**src/rtl/demux1to4_stream_if.sv**
```systemverilog
// Stream bundle for demux1to4_stream: one tagged input stream, four output streams.
// The in_bcast signal only exists in builds with DEMUX_BCAST_EN.
interface demux1to4_stream_if #(
    parameter int WIDTH = 16
);
    logic               in_valid;
    logic               in_ready;
    logic [1:0]         in_sel;
    logic [WIDTH-1:0]   in_data;
    logic [3:0]         out_valid;
    logic [3:0]         out_ready;
    logic [4*WIDTH-1:0] out_data;
`ifdef DEMUX_BCAST_EN
    logic               in_bcast;

    modport master (
        output in_valid, in_sel, in_data, in_bcast, out_ready,
        input  in_ready, out_valid, out_data
    );
    modport slave (
        input  in_valid, in_sel, in_data, in_bcast, out_ready,
        output in_ready, out_valid, out_data
    );
`else
    modport master (
        output in_valid, in_sel, in_data, out_ready,
        input  in_ready, out_valid, out_data
    );
    modport slave (
        input  in_valid, in_sel, in_data, out_ready,
        output in_ready, out_valid, out_data
    );
`endif
endinterface

```
**src/rtl/demux1to4_stream.sv**
```systemverilog
// Buffered 1-to-4 stream demux: in_sel steers each word into a per-channel FIFO.
// Define DEMUX_BCAST_EN to add in_bcast, which copies one word into all four FIFOs.
module demux1to4_stream #(
    parameter int WIDTH = 16,
    parameter int DEPTH = 2
) (
    input  logic                 clk,
    input  logic                 rst_n,
    demux1to4_stream_if.slave    bus
);
    localparam int AW = (DEPTH > 1) ? $clog2(DEPTH) : 1;
    localparam int CW = AW + 1;
    localparam logic [CW-1:0] FULL_CNT = CW'(DEPTH);

    logic [3:0]            full;
    logic [3:0]            empty;
    logic [3:0]            push;
    logic [3:0]            pop;
    logic [3:0]            sel_hit;
    logic [3:0][WIDTH-1:0] head;
    logic                  accept;

`ifdef DEMUX_BCAST_EN
    // A broadcast needs room everywhere, so in_sel plays no part.
    assign bus.in_ready = bus.in_bcast ? ~|full : !full[bus.in_sel];
`else
    assign bus.in_ready = !full[bus.in_sel];
`endif

    assign accept = bus.in_valid && bus.in_ready;
    assign pop    = bus.out_ready & ~empty;

    always_comb begin
        sel_hit             = 4'b0000;
        sel_hit[bus.in_sel] = 1'b1;
        push                = 4'b0000;
        if (accept) begin
`ifdef DEMUX_BCAST_EN
            push = bus.in_bcast ? 4'b1111 : sel_hit;
`else
            push = sel_hit;
`endif
        end
    end

    for (genvar k = 0; k < 4; k++) begin : g_ch
        logic [AW-1:0]    wr_q, wr_d;
        logic [AW-1:0]    rd_q, rd_d;
        logic [CW-1:0]    cnt_q, cnt_d;
        logic [WIDTH-1:0] mem_q [DEPTH];

        always_comb begin
            wr_d  = wr_q;
            rd_d  = rd_q;
            cnt_d = cnt_q;
            if (push[k]) wr_d = wr_q + AW'(1);
            if (pop[k])  rd_d = rd_q + AW'(1);
            if (push[k] && !pop[k])
                cnt_d = cnt_q + CW'(1);
            else if (!push[k] && pop[k])
                cnt_d = cnt_q - CW'(1);
        end

        always_ff @(posedge clk or negedge rst_n) begin
            if (!rst_n) begin
                wr_q  <= '0;
                rd_q  <= '0;
                cnt_q <= '0;
            end else begin
                wr_q  <= wr_d;
                rd_q  <= rd_d;
                cnt_q <= cnt_d;
            end
        end

        // Storage needs no reset: an empty channel masks its head to zero.
        always_ff @(posedge clk) begin
            if (push[k]) mem_q[wr_q] <= bus.in_data;
        end

        assign full[k]  = (cnt_q == FULL_CNT);
        assign empty[k] = (cnt_q == '0);
        assign head[k]  = empty[k] ? '0 : mem_q[rd_q];
    end

    assign bus.out_valid = ~empty;
    assign bus.out_data  = head;

endmodule

```
**src/flat_wrapper.sv**
```systemverilog
// flat-port wrapper written by rule: the top's interface ports become plain ports
module demux1to4_stream_flat 
#(
    parameter int WIDTH = 16,
    parameter int DEPTH = 2
)
  (clk, rst_n, bus_in_valid, bus_in_sel, bus_in_data, bus_out_ready, bus_in_ready, bus_out_valid, bus_out_data);
  demux1to4_stream_if #(.WIDTH(WIDTH)) bus_i ();
  input  logic clk;
  input  logic rst_n;
  input wire logic [$bits(bus_i.in_valid)-1:0] bus_in_valid;
  input wire logic [$bits(bus_i.in_sel)-1:0] bus_in_sel;
  input wire logic [$bits(bus_i.in_data)-1:0] bus_in_data;
  input wire logic [$bits(bus_i.out_ready)-1:0] bus_out_ready;
  output wire logic [$bits(bus_i.in_ready)-1:0] bus_in_ready;
  output wire logic [$bits(bus_i.out_valid)-1:0] bus_out_valid;
  output wire logic [$bits(bus_i.out_data)-1:0] bus_out_data;
  assign bus_i.in_valid = bus_in_valid;
  assign bus_i.in_sel = bus_in_sel;
  assign bus_i.in_data = bus_in_data;
  assign bus_i.out_ready = bus_out_ready;
  assign bus_in_ready = bus_i.in_ready;
  assign bus_out_valid = bus_i.out_valid;
  assign bus_out_data = bus_i.out_data;
  demux1to4_stream #(.WIDTH(WIDTH), .DEPTH(DEPTH)) u_core (.clk(clk), .rst_n(rst_n), .bus(bus_i));
endmodule
```
**config.mk**
```make
export PLATFORM = sky130hd
export DESIGN_NAME = demux1to4_stream_flat
export DESIGN_NICKNAME = d
export VERILOG_FILES = /design/src/rtl/demux1to4_stream_if.sv /design/src/rtl/demux1to4_stream.sv /design/src/flat_wrapper.sv
export SDC_FILE = /design/constraint.sdc
export NUM_CORES = 1
export LEC_CHECK = 0
export ABC_CLOCK_PERIOD_IN_PS = 8000
export BUFFER_PORTS_ARGS = -buffer_cell sky130_fd_sc_hd__clkbuf_2
export CORE_MARGIN = 2
export CORE_UTILIZATION = 30
export DETAILED_ROUTE_END_ITERATION = 8
export HOLD_SLACK_MARGIN = 0.08
export SYNTH_ARGS = -nofsm -noshare
export SYNTH_HDL_FRONTEND = slang
export SYNTH_SLANG_ARGS = --single-unit
```
**constraint.sdc**
```tcl
create_clock -name clk -period 8 [get_ports clk]
set_clock_uncertainty 0.2 [all_clocks]
set_input_delay 0.4 -clock clk [delete_from_list [all_inputs] [get_ports clk]]
set_output_delay 0.4 -clock clk [all_outputs]
set_load 0.05 [all_outputs]
```
==> results of run 1 <==
==> layout make-up <==
type	count	area, um2
clock buffer	21	440
timing repair buffer	99	523
sequential	144	4240
clock inverter	8	68.8
fill	1776	11800
tap	234	293
inverter	4	15.0
multi-input combinational	183	1370
==> cell families after synthesis <==
logic type | after synthesis
xor gates and xnor gates | 20
muxes | 65
adders and majority gates | 4
AOI/OAI and AO/OA | 4
buffers and inverters | 17
and+or+nand+nor | 90
DFF | 144
==> path summary, 6_finish.rpt <==
check                           cells after the start  slack (ps)               startpoint                          end
worst max-delay path                                3        5200      u_core.g_ch[1].rd_q             bus_out_data[19]
worst min-delay path                                1         100          bus_in_data[15]  u_core.g_ch[2].mem_q[0][15]
worst max register to register                      3        5720  u_core.g_ch[3].cnt_q[0]   u_core.g_ch[3].mem_q[0][5]
worst min register to register                      1         310      u_core.g_ch[3].wr_q          u_core.g_ch[3].wr_q
max in group asynchronous                           2        7040                    rst_n          u_core.g_ch[2].rd_q
min in group asynchronous                           2         250                    rst_n      u_core.g_ch[1].cnt_q[1]
==> synthesized netlist by cell type <==
library cell,number
and2_1,4
and2b_1,2
and4_4,1
and4b_4,1
and4bb_4,1
buf_2,7
buf_4,2
buf_6,4
dfrtp_1,16
edfxtp_1,128
ha_1,4
inv_1,4
mux2i_1,64
mux4_2,1
nand2_1,1
nand2b_1,3
nand2b_4,1
nor2_1,68
nor2_2,4
nor2b_1,1
nor2b_2,1
nor3_4,1
nor4_1,1
o21ai_0,4
xnor2_1,8
xor2_1,10
xor2_2,2
==> state kept, by name, summed over array words and instances (netlist names) <==
signal             cells
u_core.g_ch.cnt_q      8
u_core.g_ch.mem_q    128
u_core.g_ch.rd_q       4
u_core.g_ch.wr_q       4
==> what timing repair did <==
action	CTS	global route
endpoints found under the hold margin	41	0
hold buffers	5	0
endpoints found under the setup margin	0	0
==> cells in the final DEF (no fill, tap or decap), drive strengths merged, types with 2 or more instances in the layout <==
cell         count
clkbuf         114
dlygate4sd3      5
mux2i           64
dfrtp           16
nor2b            2
inv              4
nand2b           4
xor2            12
nor2            72
clkinv           6
edfxtp         128
xnor2            8
o21ai            4
ha               4
and2b            2
and2             4
==> metal layers <==
layer	up-vias	GRT usage (%)	routed length [um]
met5	-	0	0
met4	0	4.53	129
met3	11	4.37	627
met2	78	21.3	6260
met1	1541	15.2	5240
li1	1451	-	-
==> stage by stage <==
stage / worst slack, ps / hold slack [ps] / cells / area, um2
final: 5200 / 98.7 / 693 / 6950
after CTS: 5150 / 85.4 / 693 / 6950
after global placement: 5630 / 156 / 659 / 6390
after floorplan: 5120 / -95.6 / 344 / 5710
after detailed placement: 5620 / 162 / 659 / 6390
after global routing: 5080 / 85.6 / 693 / 6950
==> power groups by stage <==
stage / combinational [W] / clock, W / sequential, W
2_1_floorplan: 0.00108 / 0 / 0.000968
3_3_place_gp: 0.00125 / 0 / 0.00107
3_5_place_dp: 0.00126 / 0 / 0.00108
4_1_cts: 0.00127 / 0.000702 / 0.00107
5_1_grt: 0.00133 / 0.000733 / 0.00108
6_report: 0.00125 / 0.000689 / 0.00107
==> worst reg2reg max path, stage by stage (launching register included) <==
cell and delay, ps:
dfrtp_1 440, nand2b_1 170, and4_4 260, nor2b_2 820
==> summary.txt, run 1 <==
Timing
  – Final Setup Violations: 0
  – Fin. max-slew vios: 0
  – Setup Total Neg Slack: 0 ps
  – Minimum clock period: 2800 ps
  – RSZ-0062 raised after global routing: false
  – Final period util: 35.0%
  – Max-slew headroom: 28.7%
  – Slew @ Worst Pin: 1070 ps
  – Final Hold Vio Count: 0
  – Fmax: ~360 MHz

GRT
  – GRT Residual Overflow: 0
  – Largest net degree at the start of global routing: 18
  – Total GRT Usage: 12.7%
  – Initial antenna violation count: 0
  – First-pass GRT wire length: 18300 um
  – Number of global-route vias before repair: 3171

Synthesis
  – Syn Inst Count: 344
  – Synthesized area: 5710 um2
  – Post-Syn Area per Cell: 16.6 um2
  – Post-synthesis compound-gate area fraction: 0.350%
  – Synth Warn #: 0
  – Synth area leaders: edfxtp_1 (67%), mux2i_1 (11%), dfrtp_1 (7.0%)
  – Area share of the largest cell type after synthesis: ~67%
  – Post-Synth XOR/XNOR Area: 3.33%
  – Post-synthesis adder-cell area fraction: 0.876%
  – Synth Area in Simple Gates: roughly 7.6%
  – Post-synth cell types: 27
  – Seq/Total Area, Yosys: 74.3%
  – Flops & latches, synth: 144
  – Synth area leader: edfxtp_1
  – Main combinational cell family by area after synthesis: multiplexers
  – Mux cell area share after synthesis: 11.6%
  – Synth Net Count: around 370

Die
  – Die height: between 100 and 150 um
  – Chip width: 142 um
  – Cell Rows: 50
  – CORE AREA: 18700 um2
  – I/O pin cnt: 94
  – Initial core utilization: between 30 and 40%
  – DIE AREA: 20200 um2

Power and ir drop
  – Internal Pwr Total: 0.00165 W
  – PD cells: 432 nW/um2
  – Logic pwr share: 41.6%
  – Fraction of power spent switching nets: 45.0%
  – Maximum VDD drop: 0.000160 V
  – Power Total: 0.00300 W
  – Psw: ~0.0014 W
  – Clock power share: 22.9%
  – Pleak: 2.75 nW
  – Sequential power share: 35.5%

CTS
  – Setup Fix Bufs, Post-CTS: 0
  – # H-tree levels: 4
  – CTS Buffer Depth: 2
  – Clk root buf: clkbuf_16
  – PostCTS Resize Cnt: 0
  – Skew-Pair Late Insertion Delay: 420 ps
  – CTS tree: yes
  – CTS clk-pin slew, worst paths: 60 ps
  – Num CTS Buffers: 17
  – CTS sink cnt: 144

Finish
  – Number of diodes: 0
  – Final core utilization: 37.2%
  – Share of layout cells above drive strength 1: 28.8%
  – Fin nets: 478
  – Area growth syn-to-layout: 21.7%

Setup path
  – Crit Path Class: register to output port
  – Arrival time at the worst endpoint: 2200 ps
  – Largest stage delay, worst path: around 1000 ps
  – CP Cell Sequence: mux2i_1 -> nor2_1 -> clkbuf_2
  – Critical Path RT: 7400 ps
  – CP endpoint kind: output port
  – Crit-path max FO: 17
  – Delay-heaviest family, CP: flip-flops
  – Crit path buf inv count: 1
  – Slowest cell on the critical path: dfrtp_1
  – Crit path launch type: register

Detailed routing
  – Post-route ant nets: 0
  – Initial DRC count: 232
  – Vias per cell: ~4.4
  – Post-Route WL: about 12000 um
  – Routed length per instance: 17.7 um
  – DR pass1 iterations: 5
  – Vias: 3081
  – DRC violation count after routing: 0

Run
  – Max-cap check violation count: 0

Placed design
  – Post-DP HPWL: 8060 um
  – PortBufs: 93
  – Routability Congestion: 0.707

Run status
  – Status: completed

Min path
  – Hold crit path type: input port to register
Note: power is estimated with default switching activity, not from simulation.
==> inputs of run 2 (changes only) <==
--- a/config.mk
+++ b/config.mk
@@ -5,7 +5,7 @@
 export SDC_FILE = /design/constraint.sdc
 export NUM_CORES = 1
 export LEC_CHECK = 0
-export ABC_CLOCK_PERIOD_IN_PS = 8000
+export ABC_CLOCK_PERIOD_IN_PS = 2600
 export BUFFER_PORTS_ARGS = -buffer_cell sky130_fd_sc_hd__clkbuf_2
 export CORE_MARGIN = 2
 export CORE_UTILIZATION = 30
==> constraint.sdc (replaced) <==
create_clock -name clk -period 2.6 [get_ports clk]
set_clock_uncertainty 0.2 [all_clocks]
set_input_delay 0.13 -clock clk [delete_from_list [all_inputs] [get_ports clk]]
set_output_delay 0.13 -clock clk [all_outputs]
set_load 0.05 [all_outputs]
==> summary.txt, run 2 (same netlist as run 1, synthesis figures left out) <==
Run status
  – Status: completed

Timing
  – Fmax: 418 MHz
  – Final Setup Violations: 0 (unchanged)
  – Setup Total Neg Slack: 0 ps (unchanged)
  – Final Hold Vio Count: 0 (unchanged)
  – Setup WS post-layout: 210 ps (-4990 ps)
  – Slew @ Worst Pin: 978 ps (-91.5 ps)
  – RSZ-0062 raised after global routing: false
  – Minimum clock period: 2390 ps
  – Max-slew headroom: 34.8% (+6.1 points)
  – Fin. max-slew vios: 0 (unchanged)
  – Final period util: roughly 92%

Min path
  – Hold crit path type: register to register
  – Hold Path Origin: u_core.g_ch[2].rd_q
  – Hold Crit Depth: 1 (unchanged)
  – Worst Hold End: u_core.g_ch[2].rd_q

Setup path
  – R2R depth: 4 (+1)
  – Crit path launch type: register
  – CP endpoint kind: output port
  – Worst reg2reg path endpoint: u_core.g_ch[2].wr_q
  – Arrival time at the worst endpoint: 2060 ps (-140 ps)
  – Critical Path RT: 2270 ps (-5130 ps)
  – Crit-path max FO: 17 (unchanged)
  – Crit Path Class: register to output port
  – Crit Reg-Reg Startpoint: u_core.g_ch[2].cnt_q[1]
  – Reg2Reg Setup Slack: 690 ps (-5030 ps)

Finish
  – Layout fillers: 1750 (-1.5%)
  – Share of layout cells above drive strength 1: 30.3% (+1.5 points)
  – Most flops, register: u_core.g_ch.mem_q
  – Area growth syn-to-layout: 29.0%
  – Largest register FFs: 128 (unchanged)
  – Commonest non-fill, non-tap cells in the layout: edfxtp_1 (128), clkbuf_2 (93), nor2_1 (68)
  – Most common cell after layout, fill and taps aside: edfxtp_1
  – Largest regs: u_core.g_ch.mem_q (128), u_core.g_ch.cnt_q (8)
  – Fin nets: 516 (+7.9%)
  – Number of diodes: 0 (unchanged)

Die
  – Chip width: 142 um (unchanged)
  – DIE AREA: 20200 um2 (unchanged)
  – Die height: 142 um (unchanged)
  – I/O pin cnt: 94 (unchanged)
  – Initial core utilization: 30.5% (unchanged)
  – CORE AREA: 18700 um2 (unchanged)
  – Cell Rows: 50 (unchanged)

Detailed routing
  – Vias per cell: 4.34 (-2.3%)
  – DRC violation count after routing: 0 (unchanged)
  – Vias: 3183 (+3.3%)
  – Initial DRC count: 201 (-13%)
  – DR pass1 iterations: 4 (-1)
  – Routed length per instance: 17.4 um (-1.4%)
  – Post-Route WL: 12800 um (+4.3%)
  – Post-route ant nets: 0 (unchanged)

Placed design
  – Routability Congestion: 0.686 (-2.9%)
  – DP Worst Slack: 623 ps (-5000 ps)
  – PortBufs: 93 (unchanged)
  – Post-DP HPWL: 8600 um (+6.7%)

GRT
  – Initial antenna violation count: 0 (unchanged)
  – Total GRT Usage: 13.2% (+0.56 points)
  – Largest net degree at the start of global routing: 18 (unchanged)
  – Number of global-route vias before repair: 3310 (+4.4%)
  – GRT Residual Overflow: 0 (unchanged)
  – First-pass GRT wire length: 19200 um (+4.6%)

CTS
  – # H-tree levels: 4 (unchanged)
  – CTS clk-pin slew, worst paths: 60 ps (about the same)
  – CTS tree: yes
  – CTS Buffer Depth: 2 (unchanged)
  – Num CTS Buffers: 17 (unchanged)
  – Clk root buf: clkbuf_16
  – Skew-Pair Late Insertion Delay: 420 ps (about the same)
  – PostCTS Resize Cnt: 0 (unchanged)
  – CTS sink cnt: 144 (unchanged)

Power and ir drop
  – PD cells: 1300 nW/um2 (+200%)
  – Pleak: 2.95 nW (+7.5%)
  – Maximum VDD drop: 0.000665 V (+310%)

Run
  – Max-cap check violation count: 0 (unchanged)
run 2: changes by cell type in the layout (fill, tap and decap cells not counted), moves of 2 or more:
cell and change:
bufinv_16 +2, dlygate4sd3_1 +22, clkinvlp_4 +2, clkbuf_1 -2
buf_4 +16
run 2: cell type report:
| cell class | instances | area, um2 | share of cell area [%] |
|---|---|---|---|
| inverter | 4 | 15.0 | 0.204 |
| clock buffer | 19 | 433 | 5.88 |
| clock inverter | 12 | 143 | 1.94 |
| tap | 234 | 293 | 3.97 |
| multi-input combinational | 183 | 1380 | 18.7 |
| sequential | 144 | 4240 | 57.6 |
| timing repair buffer | 137 | 863 | 11.7 |
run 2: critical path, stage by stage, from the launching register on:
cell	delay, ps
dfrtp_1	980
mux2i_1	170
nor2_1	170
clkbuf_2	310
run 2: power breakdown:
part	internal, W	leakage [nW]	switching [W]
logic	0.00108	1.33	0.00307
clock network	0.00149	0.272	0.000898
registers	0.00280	1.35	0.000256
total	0.00537	2.95	0.00422
run 2: worst max-delay path by stage:
stage | startpoint | endpoint | slack [ps] | cells after the start
final | u_core.g_ch[1].rd_q | bus_out_data[27] | 210 | 3
after global routing | u_core.g_ch[1].rd_q | bus_out_data[19] | 60 | 3
after CTS | u_core.g_ch[1].rd_q | bus_out_data[27] | 170 | 3
after detailed placement | u_core.g_ch[1].rd_q | bus_out_data[27] | 620 | 3
after global placement | u_core.g_ch[1].rd_q | bus_out_data[27] | 590 | 3
after floorplan | u_core.g_ch[2].cnt_q[1] | u_core.g_ch[2].mem_q[0][0] | 380 | 2
run 2: repair_timing:
item,CTS,global route
setup buffers,0,0
endpoints found under the hold margin,156,0
hold buffers,27,0
run 2: metrics by stage:
| stage | area, um2 | std cells | total power, W | utilization [%] | hold WS, ps |
|---|---|---|---|---|---|
| final | 7370 | 733 | 0.00960 | 39.4 | 283 |
| after global routing | 7370 | 733 | 0.0100 | 39.4 | 313 |
| after CTS | 7370 | 733 | 0.00971 | 39.4 | 280 |
| after detailed placement | 6520 | 675 | 0.00729 | 34.9 | -99.0 |
| after global placement | 6520 | 675 | 0.00723 | 34.9 | -112 |
| after floorplan | 5720 | 344 | 0.00630 | - | -366 |
run 2: metal layers:
metal,track usage (%),vias up,part of all wire (%)
met5,0,-,0
met4,3.95,0,1.1
met3,4.31,18,4.2
met2,21.6,62,49
met1,16.8,1567,46
li1,-,1536,-
